`src/rtl/spi_ram_cmd.sv`:
```
// Command-driven single-port RAM behind the SPI slave's serial-to-parallel stage.
// Define SPI_RAM_ADDR_AUTO_INC_EN to post-increment the addresses after each data command.
module spi_ram_cmd #(
   parameter int MEM_DEPTH = 256,
   parameter int ADDR_SIZE = 8
) (
   input  logic       clk,
   input  logic       rst,
   input  logic [9:0] din,
   input  logic       rx_valid,
   output logic [7:0] dout,
   output logic       tx_valid,
   output logic       seq_err
);

   typedef enum logic [1:0] {
      CMD_WR_ADDR = 2'b00,
      CMD_WR_DATA = 2'b01,
      CMD_RD_ADDR = 2'b10,
      CMD_RD_DATA = 2'b11
   } cmd_e;

   cmd_e                 cmd;
   logic [7:0]           mem_q [MEM_DEPTH];
   logic [ADDR_SIZE-1:0] wr_addr_q, wr_addr_d;
   logic [ADDR_SIZE-1:0] rd_addr_q, rd_addr_d;
   logic                 wa_set_q, wa_set_d;
   logic                 ra_set_q, ra_set_d;
   logic [7:0]           dout_q, dout_d;
   logic                 tx_valid_q, tx_valid_d;
   logic                 seq_err_q, seq_err_d;
   logic                 mem_we;

   assign cmd = cmd_e'(din[9:8]);

   always_comb begin
      wr_addr_d  = wr_addr_q;
      rd_addr_d  = rd_addr_q;
      wa_set_d   = wa_set_q;
      ra_set_d   = ra_set_q;
      dout_d     = dout_q;
      tx_valid_d = 1'b0;
      seq_err_d  = seq_err_q;
      mem_we     = 1'b0;
      if (rx_valid) begin
         unique case (cmd)
            CMD_WR_ADDR: begin
               wr_addr_d = din[ADDR_SIZE-1:0];
               wa_set_d  = 1'b1;
            end
            CMD_WR_DATA: begin
               mem_we = 1'b1;
               if (!wa_set_q) seq_err_d = 1'b1;
`ifdef SPI_RAM_ADDR_AUTO_INC_EN
               wr_addr_d = wr_addr_q + 1'b1;
`endif
            end
            CMD_RD_ADDR: begin
               rd_addr_d = din[ADDR_SIZE-1:0];
               ra_set_d  = 1'b1;
            end
            CMD_RD_DATA: begin
               dout_d     = mem_q[rd_addr_q];
               tx_valid_d = 1'b1;
               if (!ra_set_q) seq_err_d = 1'b1;
`ifdef SPI_RAM_ADDR_AUTO_INC_EN
               rd_addr_d = rd_addr_q + 1'b1;
`endif
            end
            default: ;
         endcase
      end
   end

   always_ff @(posedge clk or posedge rst) begin
      if (rst) begin
         wr_addr_q  <= '0;
         rd_addr_q  <= '0;
         wa_set_q   <= 1'b0;
         ra_set_q   <= 1'b0;
         dout_q     <= '0;
         tx_valid_q <= 1'b0;
         seq_err_q  <= 1'b0;
      end else begin
         wr_addr_q  <= wr_addr_d;
         rd_addr_q  <= rd_addr_d;
         wa_set_q   <= wa_set_d;
         ra_set_q   <= ra_set_d;
         dout_q     <= dout_d;
         tx_valid_q <= tx_valid_d;
         seq_err_q  <= seq_err_d;
      end
   end

   // NOTE: the array has no reset so it maps onto RAM macros; contents survive rst,
   // but a write sampled while rst is high must still be dropped.
   always_ff @(posedge clk) begin
      if (mem_we && !rst) mem_q[wr_addr_q] <= din[7:0];
   end

   assign dout     = dout_q;
   assign tx_valid = tx_valid_q;
   assign seq_err  = seq_err_q;

endmodule

```
`config.mk`:
```
export PLATFORM = sky130hd
export DESIGN_NAME = spi_ram_cmd
export DESIGN_NICKNAME = d
export VERILOG_FILES = /design/src/rtl/spi_ram_cmd.sv
export SDC_FILE = /design/constraint.sdc
export NUM_CORES = 2
export LEC_CHECK = 0
export ABC_AREA = 1
export CAP_MARGIN = 20
export CORE_MARGIN = 5
export CORE_UTILIZATION = 32
export DETAILED_ROUTE_END_ITERATION = 7
export DONT_BUFFER_PORTS = 1
export PLACE_DENSITY_LB_ADDON = 0.3
export SYNTH_ARGS = -nofsm -noshare
export SYNTH_HDL_FRONTEND = slang
export SYNTH_SLANG_ARGS = --single-unit
```
`constraint.sdc`:
```
create_clock -name clk -period 4.3 [get_ports clk]
set_clock_uncertainty 0.05 [all_clocks]
set_input_delay 1.075 -clock clk [delete_from_list [all_inputs] [get_ports clk]]
set_output_delay 1.075 -clock clk [all_outputs]
set_load 0.02 [all_outputs]
```
==> impl_results.md <==
- Total of max-cap violations: 0
- DR pass1 iterations: 6
- Crit Path Class: reg -> reg
- CTS sink cnt: 2,076
- Final setup margin: 1.00 ns
- Dpl hpwl: 128,000 um
- Final hold vios: 0
- Yosys warns: 0
- Initial antenna violation count: 8
- Max VDD drop: 0.478 mV
- Unrepaired setup endpoints after global routing: false
- Top cells by area, synth: edfxtp_1 (73%), nand3_1 (12%), nand2_1 (9.5%)
- Critical path buffer and inverter count: 2
- Leak: 32.0 nW
- Setup Buffers After CTS: 0
- Netlist cell types: 19
- Post-Synth XOR/XNOR Area: 0%
- Post-Synthesis Cells: 7,080
- DRC: 0
- Slowest stage delay, CP: 0.70 ns
- Pre-CTS setup slack: 0.898 ns
- Setup violators final: 0
- FP Rows: 188
- PortBufs: 0
- Largest net degree at the start of global routing: 258
- CP Capture Type: flip-flop
- First-pass GRT wire length: 349,000 um
- Arr. time, crit path: 3.99 ns
- Critical path peak fanout: 60
- Resized Gates After CTS: 0
- Final nets: 6,934
- Max-slew headroom: 13.2%
- Power per cell area: 499 mW/mm2
- Crit-path cells: inv_8, buf_4, nand3_1, nand3_1, nand3_1, nand3_1, nand3_1, nand3_1, nand3_1, nand3_1, nand2_1
- Share of the yosys chip area belonging to registers: 73.9%
- CTS tree: done
- Routed Wire Length: 237,000 um
- Hold buffers post-CTS: 0
- Adder-Cell Fraction of Synth Area: 0%
- Post-route ant nets: 0
- Worst path required time: 4.99 ns
- GPL Wtd Cong: 0.832
- Layout area overhead: 12.3%
- CTS Buffer Depth: 3
- Die Width: 523 um
- Synth Cell Area: 0.0842 mm2
- Worst-path clk slew: 0.06 ns
- Fin area: 0.0945 mm2
- Simple-Gate Fraction of Synth Area: 22.9%
- Area share of the largest cell type after synthesis: 73.0%
- Main combinational cell family by area after synthesis: simple AND/OR/NAND/NOR gates
- Fmax: 303 MHz
- Placed cell area: 0.0875 mm2
- Status: completed
- Share of cells above drive strength 1: 6.09%
- CP startpoint kind: flip-flop
- Wirelength per Cell: 22.4 um
- Period utilization: 76.7%
- Die area: 0.273 mm2
- Pins Over Slew Limit: 0
- Final hold slack: 0.171 ns
- Overall power: 47.1 mW
- Critical path's top delay family: simple AND/OR/NAND/NOR gates
- Initial Util: 32.1%
- Synth Area in Compound Gates: 0.110%
- CP Launch Point: rd_addr_q[1]
- Synthesized area per cell: 11.9 um2
- I/O Pins: 23
- Worst r2r src: rd_addr_q[1]
- Setup TNS: 0 ns
- Type of the tightest min-delay check: in -> async
- CTS Root Cell: clkbuf_16
- Vias: 53,986
- GRT Total Usage: 16.9%
- Starting DRT DRC Count: 5,860
- Fin crit period: 3.30 ns
- H-tree Lvls: 4
- TritonCTS Buffers: 208
- Seq cells post-synth: 2,076
- Syn_nets: 7,093
- Critical path's most frequent cell: nand3_1
- Worst slew pin tran: 1.30 ns
- CP max stage cell: buf_4
- Mux cell area share after synthesis: 0%
- Yosys top cell by area: edfxtp_1
- Avg Vias per Cell: 5.09
- Clock Latency Late Sink: 0.84 ns
- Chip height: 523 um
- Vias in the first global route: 52,291
- Gr ovfl total: 0
- Placeable Area: 0.262 mm2
[worst register-to-register path: stages, from the launching register on]
cell	delay [ns]
dfrtp_4	0.56
inv_8	0.37
buf_4	0.71
nand3_1	0.22
nand3_1	0.16
nand3_1	0.11
nand3_1	0.19
nand3_1	0.14
nand3_1	0.21
nand3_1	0.26
nand3_1	0.16
nand2_1	0.06
[metrics by stage]
stage / cells / util [%]
6_report: 10613 / 36.1
5_1_grt: 10611 / 36.1
4_1_cts: 10609 / 36.1
3_5_place_dp: 10225 / 33.4
3_3_place_gp: 10225 / 33.4
2_1_floorplan: 7080 / -
[cell type report]
type	count	area (um2)
Antenna cell	3	7.51
Clock buffer	252	5370
Clock inverter	132	1560
Fill cell	25306	168000
Inverter	52	229
Multi-Input combinational cell	4469	19400
Sequential cell	2076	62200
Tap cell	3515	4400
Timing Repair Buffer	114	1310
[flip-flops by register name (all words and copies together) (netlist names)]
signal	cells
mem_q	2048
dout	8
rd_addr_q	8
wr_addr_q	8
ra_set_q	1
seq_err	1
tx_valid	1
wa_set_q	1
[logic make-up (layout without fill, tap and decap cells)]
logic type / after synthesis / count (layout)
buffers and inverters: 535 / 550
DFF: 2076 / 2076
other: 0 / 3
and+or+nand+nor: 4451 / 4451
AOI/OAI and AO/OA: 18 / 18
[cell usage after synthesis (all sizes together)]
cell and n:
nor3 1, inv 51, clkbuf 108, buf 375, a21oi 1, edfxtp 2048, clkinv 1, dfrtp 28
nor2 287, nand2 2121, o21ai 16, o21bai 1, nand3 2042
[final timing paths]
| check | end | slack (ns) | depth (start not counted) |
|---|---|---|---|
| min | seq_err | 0.17 | 2 |
| max reg2reg | dout[1] | 1.00 | 11 |
| max | dout[1] | 1.00 | 11 |
| max in group asynchronous | rd_addr_q[2] | 3.63 | 2 |
| min in group clk | mem_q[241][1] | 0.34 | 0 |
| min reg2reg | ra_set_q | 0.41 | 2 |
[cells in the final DEF (no fill, tap or decap), drive strengths merged]
master,instances
nand2,2121
edfxtp,2048
nand3,2042
nor2,287
clkbuf,253
buf,113
clkinv,98
inv,55
dfrtp,28
bufinv,27
o21ai,16
clkinvlp,4
diode,3
nor3,1
a21oi,1
o21bai,1
[routing by layer]
layer	track usage [%]	up-vias	part of all wire [%]
met4	4.16	2	2.3
li1	-	24794	-
met3	3.09	292	7.7
met2	26.8	2054	46
met5	0	-	0.0042
met1	24.2	26844	44
[report_power, final]
group | internal, mW | leakage, nW | switching [mW] | total [mW]
registers | 22.3 | 18.7 | 0.180 | 22.5
clock network | 10.6 | 3.36 | 7.83 | 18.4
logic | 1.68 | 9.88 | 4.59 | 6.27
total | 34.5 | 32.0 | 12.6 | 47.1
Note: power is estimated with default switching activity, not from simulation.
